$ cat src/rtl/mem_loader_pkg.sv
// Shared definitions for the memory loader: command opcodes, FSM states and
// the default byte stride between consecutive burst words.
package mem_loader_pkg;

  typedef enum logic [1:0] {
    OP_WR_IMEM = 2'd0,
    OP_WR_DMEM = 2'd1,
    OP_RD_DMEM = 2'd2,
    OP_RUN     = 2'd3
  } op_e;

  typedef enum logic [2:0] {
    ST_IDLE     = 3'd0,
    ST_WR       = 3'd1,
    ST_RD_ISSUE = 3'd2,
    ST_RD_WAIT  = 3'd3,
    ST_RD_HOLD  = 3'd4,
    ST_RUN      = 3'd5,
    ST_DONE     = 3'd6
  } state_e;

  localparam int unsigned MEM_ADDR_STRIDE = 4;

endpackage : mem_loader_pkg

$ cat src/rtl/mem_loader_if.sv
// Host command/data streams plus the CPU external memory ports and run
// control, bundled so the loader and its host can be wired with one port.
interface mem_loader_if #(
  parameter int unsigned DATA_W = 32,
  parameter int unsigned LEN_W  = 16
);

  logic              cmd_valid;
  logic              cmd_ready;
  logic [1:0]        cmd_op;
  logic [31:0]       cmd_addr;
  logic [LEN_W-1:0]  cmd_len;

  logic              wr_valid;
  logic              wr_ready;
  logic [DATA_W-1:0] wr_data;

  logic              rd_valid;
  logic              rd_ready;
  logic [DATA_W-1:0] rd_data;

  logic [31:0]       addr_ext;
  logic              wen_ext;
  logic [DATA_W-1:0] wdata_ext;
  logic              ren_ext;

  logic [31:0]       addr_ext_2;
  logic              wen_ext_2;
  logic              ren_ext_2;
  logic [DATA_W-1:0] wdata_ext_2;
  logic [DATA_W-1:0] rdata_ext_2;

  logic              cpu_enable;
  logic              busy;
  logic              done;

  // Loader side
  modport slave (
    input  cmd_valid, cmd_op, cmd_addr, cmd_len,
    input  wr_valid, wr_data,
    input  rd_ready,
    input  rdata_ext_2,
    output cmd_ready, wr_ready, rd_valid, rd_data,
    output addr_ext, wen_ext, wdata_ext, ren_ext,
    output addr_ext_2, wen_ext_2, ren_ext_2, wdata_ext_2,
    output cpu_enable, busy, done
  );

  // Host / memory side
  modport master (
    output cmd_valid, cmd_op, cmd_addr, cmd_len,
    output wr_valid, wr_data,
    output rd_ready,
    output rdata_ext_2,
    input  cmd_ready, wr_ready, rd_valid, rd_data,
    input  addr_ext, wen_ext, wdata_ext, ren_ext,
    input  addr_ext_2, wen_ext_2, ren_ext_2, wdata_ext_2,
    input  cpu_enable, busy, done
  );

endinterface : mem_loader_if

$ cat src/rtl/mem_loader_rd_buf.sv
// Single-entry valid/ready holding register for a data-memory read-back word.
// A load sets valid on the next edge; there is no same-cycle bypass to the host.
module mem_loader_rd_buf #(
  parameter int unsigned DATA_W = 32
) (
  input  logic              clk,
  input  logic              arst_n,
  input  logic              i_load,
  input  logic [DATA_W-1:0] i_data,
  input  logic              i_ready,
  output logic              o_valid,
  output logic [DATA_W-1:0] o_data
);

  logic              r_valid;
  logic [DATA_W-1:0] r_data;

  always_ff @(posedge clk or negedge arst_n) begin
    if (!arst_n) begin
      r_valid <= 1'b0;
      r_data  <= '0;
    end else if (i_load) begin
      r_valid <= 1'b1;
      r_data  <= i_data;
    end else if (r_valid && i_ready) begin
      r_valid <= 1'b0;
    end
  end

  assign o_valid = r_valid;
  assign o_data  = r_data;

endmodule : mem_loader_rd_buf

$ cat src/rtl/mem_loader.sv
// Host-side controller for the CPU external memory ports: bursts writes into
// instruction/data memory, reads data memory back, and runs the CPU for N cycles.
module mem_loader
  import mem_loader_pkg::*;
#(
  parameter int unsigned DATA_W      = 32,
  parameter int unsigned LEN_W       = 16,
  parameter int unsigned ADDR_STRIDE = MEM_ADDR_STRIDE,
  parameter int unsigned RD_LAT      = 1
) (
  input  logic         clk,
  input  logic         arst_n,
  mem_loader_if.slave  bus
);

  state_e            r_state;
  op_e               r_op;
  logic [31:0]       r_addr;
  logic [LEN_W-1:0]  r_count;
  logic [1:0]        r_wait;

  logic              r_cmd_ready;
  logic              r_wr_ready;
  logic              r_busy;
  logic              r_done;
  logic              r_cpu_enable;

  logic [31:0]       r_addr_ext;
  logic              r_wen_ext;
  logic [DATA_W-1:0] r_wdata_ext;

  logic [31:0]       r_addr_ext_2;
  logic              r_wen_ext_2;
  logic              r_ren_ext_2;
  logic [DATA_W-1:0] r_wdata_ext_2;

  logic [31:0]       w_addr_next;
  logic              w_last;
  logic              w_rd_load;
  logic              w_rd_valid;
  logic [DATA_W-1:0] w_rd_data;

  assign w_addr_next = r_addr + 32'(ADDR_STRIDE);
  assign w_last      = (r_count == LEN_W'(1));
  assign w_rd_load   = (r_state == ST_RD_WAIT) && (r_wait == '0);

  mem_loader_rd_buf #(
    .DATA_W (DATA_W)
  ) u_rd_buf (
    .clk     (clk),
    .arst_n  (arst_n),
    .i_load  (w_rd_load),
    .i_data  (bus.rdata_ext_2),
    .i_ready (bus.rd_ready),
    .o_valid (w_rd_valid),
    .o_data  (w_rd_data)
  );

  always_ff @(posedge clk or negedge arst_n) begin
    if (!arst_n) begin
      r_state       <= ST_IDLE;
      r_op          <= OP_WR_IMEM;
      r_addr        <= '0;
      r_count       <= '0;
      r_wait        <= '0;
      r_cmd_ready   <= 1'b1;
      r_wr_ready    <= 1'b0;
      r_busy        <= 1'b0;
      r_done        <= 1'b0;
      r_cpu_enable  <= 1'b0;
      r_addr_ext    <= '0;
      r_wen_ext     <= 1'b0;
      r_wdata_ext   <= '0;
      r_addr_ext_2  <= '0;
      r_wen_ext_2   <= 1'b0;
      r_ren_ext_2   <= 1'b0;
      r_wdata_ext_2 <= '0;
    end else begin
      // Strobes and done are single-cycle unless a state below re-asserts them.
      r_wen_ext   <= 1'b0;
      r_wen_ext_2 <= 1'b0;
      r_ren_ext_2 <= 1'b0;
      r_done      <= 1'b0;

      case (r_state)
        ST_IDLE: begin
          if (bus.cmd_valid) begin
            r_op        <= op_e'(bus.cmd_op);
            r_addr      <= bus.cmd_addr;
            r_count     <= bus.cmd_len;
            r_cmd_ready <= 1'b0;
            r_busy      <= 1'b1;
            if (bus.cmd_len == '0) begin
              r_state <= ST_DONE;
              r_done  <= 1'b1;
            end else begin
              case (op_e'(bus.cmd_op))
                OP_WR_IMEM, OP_WR_DMEM: begin
                  r_state    <= ST_WR;
                  r_wr_ready <= 1'b1;
                end
                OP_RD_DMEM: begin
                  r_state      <= ST_RD_ISSUE;
                  r_ren_ext_2  <= 1'b1;
                  r_addr_ext_2 <= bus.cmd_addr;
                end
                default: begin
                  r_state      <= ST_RUN;
                  r_cpu_enable <= 1'b1;
                end
              endcase
            end
          end
        end

        ST_WR: begin
          if (bus.wr_valid) begin
            if (r_op == OP_WR_IMEM) begin
              r_wen_ext   <= 1'b1;
              r_addr_ext  <= r_addr;
              r_wdata_ext <= bus.wr_data;
            end else begin
              r_wen_ext_2   <= 1'b1;
              r_addr_ext_2  <= r_addr;
              r_wdata_ext_2 <= bus.wr_data;
            end
            r_addr  <= w_addr_next;
            r_count <= r_count - 1'b1;
            // Done rides along with the final write strobe.
            if (w_last) begin
              r_wr_ready <= 1'b0;
              r_done     <= 1'b1;
              r_state    <= ST_DONE;
            end
          end
        end

        ST_RD_ISSUE: begin
          r_state <= ST_RD_WAIT;
          r_wait  <= 2'(RD_LAT - 1);
        end

        ST_RD_WAIT: begin
          if (r_wait == '0) begin
            r_state <= ST_RD_HOLD;
          end else begin
            r_wait <= r_wait - 1'b1;
          end
        end

        ST_RD_HOLD: begin
          if (w_rd_valid && bus.rd_ready) begin
            r_addr  <= w_addr_next;
            r_count <= r_count - 1'b1;
            if (w_last) begin
              r_done  <= 1'b1;
              r_state <= ST_DONE;
            end else begin
              r_state      <= ST_RD_ISSUE;
              r_ren_ext_2  <= 1'b1;
              r_addr_ext_2 <= w_addr_next;
            end
          end
        end

        ST_RUN: begin
          if (w_last) begin
            r_cpu_enable <= 1'b0;
            r_done       <= 1'b1;
            r_state      <= ST_DONE;
          end else begin
            r_count <= r_count - 1'b1;
          end
        end

        ST_DONE: begin
          r_state     <= ST_IDLE;
          r_busy      <= 1'b0;
          r_cmd_ready <= 1'b1;
        end

        default: begin
          r_state      <= ST_IDLE;
          r_busy       <= 1'b0;
          r_cmd_ready  <= 1'b1;
          r_wr_ready   <= 1'b0;
          r_cpu_enable <= 1'b0;
        end
      endcase
    end
  end

  assign bus.cmd_ready   = r_cmd_ready;
  assign bus.wr_ready    = r_wr_ready;
  assign bus.rd_valid    = w_rd_valid;
  assign bus.rd_data     = w_rd_data;
  assign bus.addr_ext    = r_addr_ext;
  assign bus.wen_ext     = r_wen_ext;
  assign bus.wdata_ext   = r_wdata_ext;
  assign bus.ren_ext     = 1'b0;
  assign bus.addr_ext_2  = r_addr_ext_2;
  assign bus.wen_ext_2   = r_wen_ext_2;
  assign bus.ren_ext_2   = r_ren_ext_2;
  assign bus.wdata_ext_2 = r_wdata_ext_2;
  assign bus.cpu_enable  = r_cpu_enable;
  assign bus.busy        = r_busy;
  assign bus.done        = r_done;

endmodule : mem_loader

$ cat src/flat_wrapper.sv
// flat-port wrapper written by rule: the top's interface ports become plain ports
module mem_loader_flat import mem_loader_pkg::*;
#(
  parameter int unsigned DATA_W      = 32,
  parameter int unsigned LEN_W       = 16,
  parameter int unsigned ADDR_STRIDE = MEM_ADDR_STRIDE,
  parameter int unsigned RD_LAT      = 1
)
  (clk, arst_n, bus_cmd_valid, bus_cmd_op, bus_cmd_addr, bus_cmd_len, bus_wr_valid, bus_wr_data, bus_rd_ready, bus_rdata_ext_2, bus_cmd_ready, bus_wr_ready, bus_rd_valid, bus_rd_data, bus_addr_ext, bus_wen_ext, bus_wdata_ext, bus_ren_ext, bus_addr_ext_2, bus_wen_ext_2, bus_ren_ext_2, bus_wdata_ext_2, bus_cpu_enable, bus_busy, bus_done);
  mem_loader_if #(.DATA_W(DATA_W), .LEN_W(LEN_W)) bus_i ();
  input  logic clk;
  input  logic arst_n;
  input wire logic [$bits(bus_i.cmd_valid)-1:0] bus_cmd_valid;
  input wire logic [$bits(bus_i.cmd_op)-1:0] bus_cmd_op;
  input wire logic [$bits(bus_i.cmd_addr)-1:0] bus_cmd_addr;
  input wire logic [$bits(bus_i.cmd_len)-1:0] bus_cmd_len;
  input wire logic [$bits(bus_i.wr_valid)-1:0] bus_wr_valid;
  input wire logic [$bits(bus_i.wr_data)-1:0] bus_wr_data;
  input wire logic [$bits(bus_i.rd_ready)-1:0] bus_rd_ready;
  input wire logic [$bits(bus_i.rdata_ext_2)-1:0] bus_rdata_ext_2;
  output wire logic [$bits(bus_i.cmd_ready)-1:0] bus_cmd_ready;
  output wire logic [$bits(bus_i.wr_ready)-1:0] bus_wr_ready;
  output wire logic [$bits(bus_i.rd_valid)-1:0] bus_rd_valid;
  output wire logic [$bits(bus_i.rd_data)-1:0] bus_rd_data;
  output wire logic [$bits(bus_i.addr_ext)-1:0] bus_addr_ext;
  output wire logic [$bits(bus_i.wen_ext)-1:0] bus_wen_ext;
  output wire logic [$bits(bus_i.wdata_ext)-1:0] bus_wdata_ext;
  output wire logic [$bits(bus_i.ren_ext)-1:0] bus_ren_ext;
  output wire logic [$bits(bus_i.addr_ext_2)-1:0] bus_addr_ext_2;
  output wire logic [$bits(bus_i.wen_ext_2)-1:0] bus_wen_ext_2;
  output wire logic [$bits(bus_i.ren_ext_2)-1:0] bus_ren_ext_2;
  output wire logic [$bits(bus_i.wdata_ext_2)-1:0] bus_wdata_ext_2;
  output wire logic [$bits(bus_i.cpu_enable)-1:0] bus_cpu_enable;
  output wire logic [$bits(bus_i.busy)-1:0] bus_busy;
  output wire logic [$bits(bus_i.done)-1:0] bus_done;
  assign bus_i.cmd_valid = bus_cmd_valid;
  assign bus_i.cmd_op = bus_cmd_op;
  assign bus_i.cmd_addr = bus_cmd_addr;
  assign bus_i.cmd_len = bus_cmd_len;
  assign bus_i.wr_valid = bus_wr_valid;
  assign bus_i.wr_data = bus_wr_data;
  assign bus_i.rd_ready = bus_rd_ready;
  assign bus_i.rdata_ext_2 = bus_rdata_ext_2;
  assign bus_cmd_ready = bus_i.cmd_ready;
  assign bus_wr_ready = bus_i.wr_ready;
  assign bus_rd_valid = bus_i.rd_valid;
  assign bus_rd_data = bus_i.rd_data;
  assign bus_addr_ext = bus_i.addr_ext;
  assign bus_wen_ext = bus_i.wen_ext;
  assign bus_wdata_ext = bus_i.wdata_ext;
  assign bus_ren_ext = bus_i.ren_ext;
  assign bus_addr_ext_2 = bus_i.addr_ext_2;
  assign bus_wen_ext_2 = bus_i.wen_ext_2;
  assign bus_ren_ext_2 = bus_i.ren_ext_2;
  assign bus_wdata_ext_2 = bus_i.wdata_ext_2;
  assign bus_cpu_enable = bus_i.cpu_enable;
  assign bus_busy = bus_i.busy;
  assign bus_done = bus_i.done;
  mem_loader #(.DATA_W(DATA_W), .LEN_W(LEN_W), .ADDR_STRIDE(ADDR_STRIDE), .RD_LAT(RD_LAT)) u_core (.clk(clk), .arst_n(arst_n), .bus(bus_i));
endmodule
$ cat config.mk
export PLATFORM = sky130hd
export DESIGN_NAME = mem_loader_flat
export DESIGN_NICKNAME = d
export VERILOG_FILES = /design/src/rtl/mem_loader_pkg.sv /design/src/rtl/mem_loader_if.sv /design/src/rtl/mem_loader_rd_buf.sv /design/src/rtl/mem_loader.sv /design/src/flat_wrapper.sv
export SDC_FILE = /design/constraint.sdc
export NUM_CORES = 1
export LEC_CHECK = 0
export CORE_UTILIZATION = 25
export DETAILED_ROUTE_END_ITERATION = 12
export GPL_TIMING_DRIVEN = 0
export PLACE_DENSITY = 0.49
export SYNTH_ARGS = -nofsm -noshare
export SYNTH_HDL_FRONTEND = slang
export SYNTH_SLANG_ARGS = --single-unit
$ cat constraint.sdc
create_clock -name clk -period 2.7 [get_ports clk]
set_input_delay 0.27 -clock clk [delete_from_list [all_inputs] [get_ports clk]]
set_output_delay 0.27 -clock clk [all_outputs]
set_load 0.05 [all_outputs]
After elaboration in Yosys (flattened, before gate mapping)
Index checks and enable logic that the tools add are counted.
{ "totals": {"reg_bits": 224, "output_inout_bits": 170} }
{ "op_classes": {"addsub": 3, "eq_ne": 23, "n_mux": 62, "bitwise": 4, "n_reduce_logical": 27} }
{ "ops": {"columns": ["op", "n"], "rows": [
  ["32-bit 2-to-1 mux", 10],
  ["32-bit one-hot mux with 3 select lines", 2],
  ["16-bit 2-to-1 mux", 4],
  ["16-bit one-hot mux with 4 select lines", 1],
  ["32-bit by 3-bit adder with 32-bit output (second input constant)", 1],
  ["1-bit 2-to-1 mux", 28],
  ["2-bit != test (second input constant)", 11],
  ["3-bit 2-to-1 mux", 7],
  ["3-bit one-hot mux with 6 select lines", 1],
  ["16-bit by 1-bit == test with 1-bit output (second input constant)", 1],
  ["16-bit logical NOT", 1],
  ["16-bit by 1-bit subtractor with 16-bit output (second input constant)", 1],
  ["5-bit OR reduction", 3],
  ["5-bit AND reduction", 2],
  ["3-bit == test (second input constant)", 3],
  ["4-bit AND reduction", 2],
  ["8-bit AND reduction", 1],
  ["3-bit by 2-bit == test with 1-bit output (second input constant)", 2],
  ["2-bit logical NOT", 3],
  ["2-bit by 1-bit != test with 1-bit output (second input constant)", 3],
  ["1-bit one-hot mux with 2 select lines", 3],
  ["1-bit one-hot mux with 3 select lines", 2],
  ["3-bit one-hot mux with 2 select lines", 1],
  ["2-bit AND reduction", 3],
  ["17 further kinds", 23]
]} }

Logic depth before layout (Yosys ltp)
Gate-level depths: netlist (run 1).
{ "logic_depth": {"ltp_word": 6, "ltp_mapped": 8} }

Cells and area by module
A second synthesis (run 1) with hierarchy kept.
{ "hier_totals": {"cells_unflattened": 1197, "hier_area_um2": 11350.9} }
{ "by_module_without_submodules": {"columns": ["module", "instances", "cells_per_inst", "area_per_inst_um2", "seq_area_each_um2"], "rows": [
  ["mem_loader", 1, 1126, 9973.3, 4780.8],
  ["mem_loader_rd_buf", 1, 71, 1377.6, 825.8]
]} }

Least setup slack after synthesis (run 1)
Ideal clock, no wire load.
{ "synth_path": {"path_kind": "reg-to-reg", "startpoint": "register u_core.u_rd_buf.r_valid, in the netlist u_core.u_rd_buf.o_valid", "endpoint": "register u_core.r_addr_ext_2[14], in the netlist u_core.bus.addr_ext_2[14]", "t_arrival_ps": 2110, "required_ps": 2575, "slack_ps": 465, "stages_incl_launch_ff": 8, "synth_period_minus_slack_ps": 2235, "cell_sequence": "dfrtp_1 and2_1 a22o_1 buf_2 nand2_1 nor3_2 buf_2 mux2_2"} }
{ "synth_via": {"elab_chain_len": 3} }
{ "synth_rtl": {"columns": ["element", "line_no", "text"], "rows": [
  ["start, declared", "mem_loader_rd_buf.sv:15", "logic r_valid;"],
  ["start signal, assigned", "mem_loader_rd_buf.sv:20", "r_valid <= 1'b0;"],
  ["start signal, assigned", "mem_loader_rd_buf.sv:23", "r_valid <= 1'b1;"],
  ["start signal, assigned", "mem_loader_rd_buf.sv:26", "r_valid <= 1'b0;"],
  ["1-bit logical AND", "mem_loader.sv:152", "if (w_rd_valid && bus.rd_ready) begin"],
  ["2-bit by 1-bit != test with 1-bit output (no source line)", null, null],
  ["8-bit AND reduction (no source line)", null, null],
  ["end signal, assigned", "mem_loader.sv:105", "r_addr_ext_2 <= bus.cmd_addr;"],
  ["end signal, assigned", "mem_loader.sv:124", "r_addr_ext_2 <= r_addr;"],
  ["end signal, assigned", "mem_loader.sv:161", "r_addr_ext_2 <= w_addr_next;"],
  ["end, declared", "mem_loader.sv:32", "logic [31:0] r_addr_ext_2;"]
]} }
No other way between the ends.
A chain may end at the register's enable or synchronous reset.

Final worst setup path (run 1)
{ "layout_path": {"startpoint": "register u_core.r_state[1]", "endpoint": "register u_core.r_addr_ext_2[14], in the netlist u_core.bus.addr_ext_2[14]"} }
{ "layout_via": {"elab_chain_len": 3, "elab_cells_between_ends": 13} }
{ "layout_rtl": {"columns": ["element", "line_no", "text"], "rows": [
  ["start, declared", "mem_loader.sv:16", "state_e r_state;"],
  ["start signal, assigned", "mem_loader.sv:61", "r_state <= ST_IDLE;"],
  ["start signal, assigned", "mem_loader.sv:94", "r_state <= ST_DONE;"],
  ["start signal, assigned", "mem_loader.sv:99", "r_state <= ST_WR;"],
  ["3-bit == test (tied with other cells)", "mem_loader.sv:85", "case (r_state)"],
  ["2-bit != test (no source line) (tied with other cells)", null, null],
  ["8-bit AND reduction (no source line)", null, null]
]} }
Several ways; a longest one is shown, not always the timed one.

==> run metrics, run 1 <==
status=finished, final reports clean; number of synthesized flops with an enable pin=0; vias after detailed routing=10000; Synth async-reset ratio=1.00; Worst Setup Path Type=flip-flop to flip-flop; gp weighted congestion=0.912; GR Overflow Total=0; clk slew on worst S/H paths=60 ps; register bit count reported by yosys=224; leading cell type in the layout, fill and taps excluded=clkdlybuf4s50_1; first-pass GRT wire length=61.9 mm; Critical Path RT=3140 ps; Pleak=6.21 nW; net switching power figure=11.6 mW; Post-Syn Instances=1040; CP Launch Type=flip-flop; worst-path fanout max=10; share of layout cells above drive strength 1=0.190; Yosys warning count=0; Period minus WS final=2580 ps; actual slew at the worst max-slew pin=947 ps; final worst setup slack=119 ps; Seq/Total Area, Yosys=0.508; dpl cell area=14700 µm²; synthesized area=11000 µm²; residual DRC count=0; P_int=12.0 mW; IO Count=289; most frequent cells in the layout=286 x clkdlybuf4s50_1, 222 x dfrtp_1, 146 x mux2_2; PD cells=1490 nW/µm²; post-synth top area cell=dfrtp_1; post-layout util=0.364; dpl ws=-508 ps; First-pass DRT Iterations=5; DR WL/cell=20.8 µm; htree depth=1; die width=212 µm; Clk pwr share=0.160; Sw Ratio=0.492; crit end category=flip-flop; Peak VDD IR=0.742 mV; Design Area, Final=15800 µm²; final net count=1488; Comb pwr share=0.576; Rows=76; max-slew violations=0; synth top area cells=dfrtp_1 51%, mux2_2 15%, o21ai_0 3.2%, a21oi_1 3.0%, nand2_1 2.3%; distinct cell type count after synthesis=73; share of the synthesized area in the top cell type=0.506; Starting Density=0.255; pin count of the biggest net entering global routing=83; Inserted Clock Buffers=29; core area=43300 µm²; Clock Latency Late Sink=560 ps; Area growth syn-to-layout=42.8%; vias in the first global route=9901; Via density=5.09; clk sinks=224; worst clock skew=8.04 ps; Syn Nets=1163; TritonCTS clock tree=built; Final Setup Violations=0; Starting DRT DRC Count=805; Flop pwr share=0.264; post-route ant nets=0; highest clock rate=388 MHz; Critical Path AT=3020 ps; die area=45000 µm²; synthesized area per cell=10.6 µm²; Min-Delay Path Class=primary input to async pin; Most used DFF post-synth=dfrtp_1; Root Driver=clkbuf_16; global-route usage over all layers=0.179; Max Cap Viol=0; Tcrit/Tclk final=0.956; I/O Buffers=287; count of final hold-check violations=0; dpl hpwl=29.8 mm; TNS Setup=0 ps; final WL=41.0 mm; Max clock buf depth=3; die height=212 µm; Tot Pwr=23.5 mW; initial antenna violation count=1; slew margin rel.=0.361
## power groups by stage
| stage | combinational (mW) | sequential (mW) | clock, mW |
|---|---|---|---|
| after floorplan | 4.50 | 10.3 | 0 |
| after global placement | 13.4 | 6.20 | 0 |
| after detailed placement | 13.4 | 6.21 | 0 |
| after CTS | 13.5 | 6.17 | 3.88 |
| after global routing | 14.3 | 6.44 | 4.00 |
| final | 13.5 | 6.20 | 3.75 |
## registers in the layout, indices dropped and copies added, names as in the netlist, 3 cells and up
register / count
u_core.r_count: 16
u_core.r_addr: 32
u_core.bus.wdata_ext_2: 32
u_core.r_state: 3
u_core.u_rd_buf.o_data: 32
u_core.bus.wdata_ext: 32
u_core.bus.addr_ext: 32
u_core.bus.addr_ext_2: 32
## routing by layer
| layer | global-route usage | vias to the layer above | part of all wire |
|---|---|---|---|
| met5 | 0 | - | 0 |
| met4 | 0.0500 | 0 | 0.026 |
| met3 | 0.0448 | 60 | 0.081 |
| met2 | 0.280 | 405 | 0.46 |
| met1 | 0.244 | 5032 | 0.43 |
| li1 | - | 4544 | - |
## worst max-delay path, stage by stage (launching register included)
cell	delay (ps)
dfrtp_1	620
clkbuf_1	420
buf_1	540
a21oi_1	110
o22ai_1	310
a21oi_1	150
mux2_2	320
## cells by family (layout without fill, tap and decap cells)
logic type / count (synthesis) / in the layout / synth area share
and+or+nand+nor: 273 / 273 / 0.129
xor gates and xnor gates: 2 / 2 / 0.00159
AOI/OAI and AO/OA: 289 / 289 / 0.169
buffers and inverters: 100 / 447 / 0.0371
other: 1 / 2 / 0.000340
DFF: 224 / 224 / 0.508
adders and majority gates: 4 / 4 / 0.00454
muxes: 147 / 147 / 0.150
## stage by stage
stage               instances  hold WS, ps
floorplan                1040        -25.6
global placement         1912          459
detailed placement       1914          296
CTS                      1969          278
global route             1973          300
finish                   1973          293
## worst paths after layout
| path | slack, ps | endpoint | from | depth (start not counted) |
|---|---|---|---|---|
| max in group asynchronous | 1180 | u_core.bus.cmd_ready$_DFFE_PN1P_ | arst_n | 4 |
| worst max register to register | 120 | u_core.bus.addr_ext_2[14]$_DFFE_PN0P_ | u_core.r_state[1]$_DFFE_PN0P_ | 6 |
| min in group clk | 310 | u_core.bus.addr_ext_2[1]$_DFFE_PN0P_ | bus_cmd_addr[1] | 3 |
| worst min-delay path | 290 | u_core.bus.addr_ext[24]$_DFFE_PN0P_ | arst_n | 2 |
| worst max-delay path | 120 | u_core.bus.addr_ext_2[14]$_DFFE_PN0P_ | u_core.r_state[1]$_DFFE_PN0P_ | 6 |
| worst min register to register | 460 | u_core.bus.cmd_ready$_DFFE_PN1P_ | u_core.bus.cmd_ready$_DFFE_PN1P_ | 2 |
## Yosys cell counts (17+ instances only)
cell type,n
dfrtp_1,223
mux2_2,146
o21ai_0,70
nand2_1,68
a21oi_1,67
nor2_1,62
clkbuf_1,57
nand3_1,34
nor4_1,20
a31oi_1,18
o22ai_1,18
nand4_1,17
## cell type report
type | instances | area, µm²
Fill cell | 4344 | 27500
Sequential cell | 224 | 5610
Multi-Input combinational cell | 716 | 5080
Timing Repair Buffer | 296 | 2990
Clock buffer | 41 | 821
Tap cell | 585 | 732
Buffer | 83 | 363
Clock inverter | 12 | 95.1
Inverter | 15 | 60.1
Antenna cell | 1 | 2.50
## what timing repair did
item / 4_1_cts / 5_1_grt
pin swaps: 1 / 1
setup buffers: 2 / 4
hold buffers: 1 / 0
hold endpoints to repair: 70 / 0
setup endpoints to repair: 131 / 75
gates resized for setup: 10 / 24
No activity file was read; power rests on OpenSTA's default activity.
==> run 2, diff against run 1 <==
--- a/config.mk
+++ b/config.mk
@@ -8,7 +8,7 @@
 export CORE_UTILIZATION = 25
 export DETAILED_ROUTE_END_ITERATION = 12
 export GPL_TIMING_DRIVEN = 0
-export PLACE_DENSITY = 0.49
+export PLACE_DENSITY = 0.52
 export SYNTH_ARGS = -nofsm -noshare
 export SYNTH_HDL_FRONTEND = slang
 export SYNTH_SLANG_ARGS = --single-unit
==> run metrics, run 2 (same netlist as run 1, synthesis figures left out) <==
clk slew on worst S/H paths=60 ps; RSZ-0062 raised after global routing=false; crit end category=flip-flop; Min-Delay Path Class=primary input to async pin; Starting DRT DRC Count=869; final net count=1485; leading cell type in the layout, fill and taps excluded=clkdlybuf4s50_1; core area=43300 µm²; First-pass DRT Iterations=5; htree depth=1; highest clock rate=387 MHz; Max Cap Viol=0; die height=212 µm; DR WL/cell=20.6 µm; gp weighted congestion=0.902; dpl hpwl=29.5 mm; global-route usage over all layers=0.178; Critical Path AT=3020 ps; Rows=76; GR Overflow Total=0; Pleak=6.24 nW; CP Launch Type=flip-flop; Via density=5.06; Peak VDD IR=0.869 mV; residual DRC count=0; dpl cells=1914; count of final hold-check violations=0; max-slew violations=0; Design Area, Final=15800 µm²; status=finished, final reports clean; Max clock buf depth=3; clk sinks=224; IO Count=289; slew margin rel.=0.391; dpl cell area=14700 µm²; final WL=40.6 mm; actual slew at the worst max-slew pin=903 ps; FILL cells=4344; share of layout cells above drive strength 1=0.193; Root Driver=clkbuf_16; Worst Setup Path Type=flip-flop to flip-flop; vias in the first global route=10100; Tcrit/Tclk final=0.957; worst-path fanout max=10; PD cells=1490 nW/µm²; TritonCTS clock tree=built; worst clock skew=7.32 ps; Critical Path RT=3140 ps; Layout Cells excl Fill=1971; initial antenna violation count=6; Starting Density=0.255; post-route ant nets=0; Inserted Clock Buffers=28; Final Setup Violations=0; most frequent cells in the layout=286 x clkdlybuf4s50_1, 222 x dfrtp_1, 146 x mux2_2; vias after detailed routing=9967; Period minus WS final=2580 ps; die width=212 µm; I/O Buffers=287; die area=45000 µm²; Clock Latency Late Sink=560 ps; first-pass GRT wire length=61.7 mm; Area growth syn-to-layout=43.2%; pin count of the biggest net entering global routing=113
==> run 2: layer usage <==
layer / vias to the layer above / global-route usage / wire length (µm)
li1: 4532 / - / -
met1: 4928 / 0.234 / 17200
met2: 426 / 0.286 / 18700
met3: 73 / 0.0479 / 3500
met4: 8 / 0.0537 / 1150
met5: - / 0 / 39
==> run 2: final cells by class <==
class / instances / area (µm²) / area share
antenna: 2 / 5.00 / 0.000317
timing repair buffer: 294 / 2970 / 0.188
inverter: 15 / 60.1 / 0.00380
multi-input combinational: 716 / 5100 / 0.323
clock buffer: 44 / 862 / 0.0546
sequential: 224 / 5610 / 0.355
buffer: 83 / 368 / 0.0233
tap: 585 / 732 / 0.0463
clock inverter: 8 / 92.6 / 0.00586
==> run 2: worst paths after layout <==
path / from / end / slack (ps) / cells after the start
max: u_core.r_addr[3]$_DFFE_PN0P_ / u_core.bus.addr_ext_2[28]$_DFFE_PN0P_ / 120 / 7
min: arst_n / u_core.bus.addr_ext[29]$_DFFE_PN0P_ / 90 / 2
max reg2reg: u_core.r_addr[3]$_DFFE_PN0P_ / u_core.bus.addr_ext_2[28]$_DFFE_PN0P_ / 120 / 7
min reg2reg: u_core.bus.cmd_ready$_DFFE_PN1P_ / u_core.bus.cmd_ready$_DFFE_PN1P_ / 470 / 2
max in group asynchronous: arst_n / u_core.u_rd_buf.o_data[3]$_DFFE_PN0P_ / 1810 / 3
min in group clk: bus_cmd_addr[0] / u_core.bus.addr_ext_2[0]$_DFFE_PN0P_ / 320 / 3
==> run 2: metrics by stage <==
| step | setup TNS (ps) | hold WS [ps] | total power, mW | util | setup slack (ps) |
|---|---|---|---|---|---|
| 2_1_floorplan | 0 | -25.6 | 14.8 | - | 465 |
| 5_1_grt | 0 | 87.7 | 24.8 | 0.365 | 5.93 |
| 3_3_place_gp | -1995470 | 453 | 19.5 | 0.338 | -8840 |
| 6_report | 0 | 89.0 | 23.6 | 0.365 | 117 |
| 3_5_place_dp | -24650 | 63.5 | 19.6 | 0.340 | -473 |
| 4_1_cts | 0 | 77.2 | 23.7 | 0.363 | 4.81 |
==> run 2: timing repair <==
action | 4_1_cts | 5_1_grt
endpoints found under the hold margin | 223 | 0
endpoints found under the setup margin | 144 | 79
resized for setup | 12 | 32
pin swaps | 2 | 1
hold buffers | 1 | 0
setup buffers | 2 | 2
==> run 2: where the power goes <==
group          leakage (nW)  internal (mW)  switching (mW)
Combinational          3.08           4.73            8.77
Clock                 0.471           2.37            1.50
Sequential             2.69           5.01            1.21
==> run 2: critical path, stage by stage (launching register included) <==
cell	delay (ps)
dfrtp_2	450
ha_1	270
nand3_2	210
or4_4	580
buf_6	170
o311ai_0	320
nand3_1	160
mux2_2	290
==> run 3, diff against run 2 <==
--- a/config.mk
+++ b/config.mk
@@ -7,7 +7,6 @@
 export LEC_CHECK = 0
 export CORE_UTILIZATION = 25
 export DETAILED_ROUTE_END_ITERATION = 12
-export GPL_TIMING_DRIVEN = 0
 export PLACE_DENSITY = 0.52
 export SYNTH_ARGS = -nofsm -noshare
 export SYNTH_HDL_FRONTEND = slang
==> run metrics, run 3 (same netlist as run 1, synthesis figures left out) <==
Starting DRT DRC Count=649; Rows=76; residual DRC count=0; vias after detailed routing=9690; First-pass DRT Iterations=5; R2R Setup Slk=220 ps; IO Count=289; P_int=12.3 mW; dpl hpwl=26.5 mm; Flop pwr share=0.270; core area=43300 µm²; dpl ws=-199 ps; initial antenna violation count=0; antenna diode count=0; first-pass GRT wire length=57.2 mm; Clock Latency Late Sink=570 ps; Area growth syn-to-layout=44.5%; slew margin rel.=0.493; die area=45000 µm²; Tot Pwr=23.5 mW; post-layout util=0.368; RSZ-0062 raised after global routing=false; Clk pwr share=0.165; dpl cells=1894; pin count of the biggest net entering global routing=78; r2r worst-path depth=5; die height=212 µm; vias in the first global route=9637; final worst setup slack=219 ps; Comb pwr share=0.564; Max Cap Viol=0; status=finished, final reports clean; DR WL/cell=19.3 µm; final WL=37.6 mm; RR Endpoint=u_core.bus.addr_ext_2[24]$_DFFE_PN0P_; Period minus WS final=2480 ps; highest clock rate=403 MHz; post-route ant nets=0; Via density=4.98; Starting Density=0.255; Inserted Clock Buffers=29; crit end category=flip-flop; htree depth=1; Sw Ratio=0.477; worst reg2reg path startpoint=u_core.r_state[0]$_DFFE_PN0P_; CP Launch Type=flip-flop; Tcrit/Tclk final=0.919; share of layout cells above drive strength 1=0.213; Layout Cells excl Fill=1946; die width=212 µm; global-route usage over all layers=0.164; leading cell type in the layout, fill and taps excluded=clkdlybuf4s50_1; TritonCTS clock tree=built; TNS Setup=0 ps; Worst Setup Path Type=flip-flop to flip-flop; gp weighted congestion=0.864; count of final hold-check violations=0; Peak VDD IR=0.773 mV; worst-path fanout max=11; final net count=1465; PD cells=1470 nW/µm²; Max clock buf depth=3; Root Driver=clkbuf_16; net switching power figure=11.2 mW; Critical Path AT=2920 ps; Min-Delay Path Class=primary input to async pin; actual slew at the worst max-slew pin=758 ps; clk slew on worst S/H paths=60 ps; clk sinks=224; Pleak=6.35 nW; Final Setup Violations=0; GR Overflow Total=0; max-slew violations=0; most frequent cells in the layout=286 x clkdlybuf4s50_1, 223 x dfrtp_1, 146 x mux2_2; worst clock skew=22.7 ps; I/O Buffers=287; Critical Path RT=3140 ps
[run 3: worst max path at each step]
stage	startpoint	to	slack, ps
floorplan	u_core.u_rd_buf.o_valid$_DFFE_PN0P_	u_core.bus.addr_ext_2[14]$_DFFE_PN0P_	470
global placement	bus_cmd_op[0]	u_core.bus.addr_ext_2[24]$_DFFE_PN0P_	-150
detailed placement	bus_cmd_op[0]	u_core.bus.addr_ext_2[24]$_DFFE_PN0P_	-200
CTS	u_core.r_state[1]$_DFFE_PN0P_	u_core.bus.addr_ext_2[24]$_DFFE_PN0P_	40
global route	u_core.r_state[0]$_DFFE_PN0P_	u_core.bus.addr_ext_2[29]$_DFFE_PN0P_	60
finish	u_core.r_state[0]$_DFFE_PN0P_	u_core.bus.addr_ext_2[24]$_DFFE_PN0P_	220
[run 3: what timing repair did]
action                                  4_1_cts  5_1_grt
endpoints found under the setup margin        0       20
endpoints found under the hold margin        71        0
resized for setup                             0        1
hold buffers                                  1        0
buffers inserted                              0        0
[run 3: worst max-delay path, stage by stage (launching register included)]
cell,delay [ps]
dfrtp_1,480
nor3b_2,210
a22oi_1,270
nand2_1,260
nor3_4,710
mux2_2,420
[run 3: power groups by stage]
stage	clock network, mW	registers (mW)	logic [mW]
floorplan	0	10.3	4.50
global placement	0	6.35	13.2
detailed placement	0	6.40	13.3
CTS	4.02	6.36	13.3
global route	4.13	6.62	14.0
finish	3.88	6.35	13.3
[run 3: metal layers]
layer / track usage / up-vias / wire length [µm]
met5: 0 / - / 0
met1: 0.221 / 4813 / 16300
met2: 0.267 / 331 / 17700
met3: 0.0352 / 45 / 2730
li1: - / 4501 / -
met4: 0.0407 / 0 / 856
[run 3: layout make-up]
type                            instances  area, µm²
Tap cell                              585        732
Clock buffer                           41        851
Sequential cell                       224       5610
Timing Repair Buffer                  355       3490
Fill cell                            4347      27300
Multi-Input combinational cell        717       5100
Clock inverter                          9        104
Inverter                               15       56.3
[run 3: per-stage QoR]
| step | area [µm²] | hold slack (ps) |
|---|---|---|
| after floorplan | 11000 | -25.6 |
| after global placement | 15000 | 333 |
| after detailed placement | 15000 | 330 |
| after CTS | 15900 | 280 |
| after global routing | 15900 | 291 |
| final | 15900 | 307 |
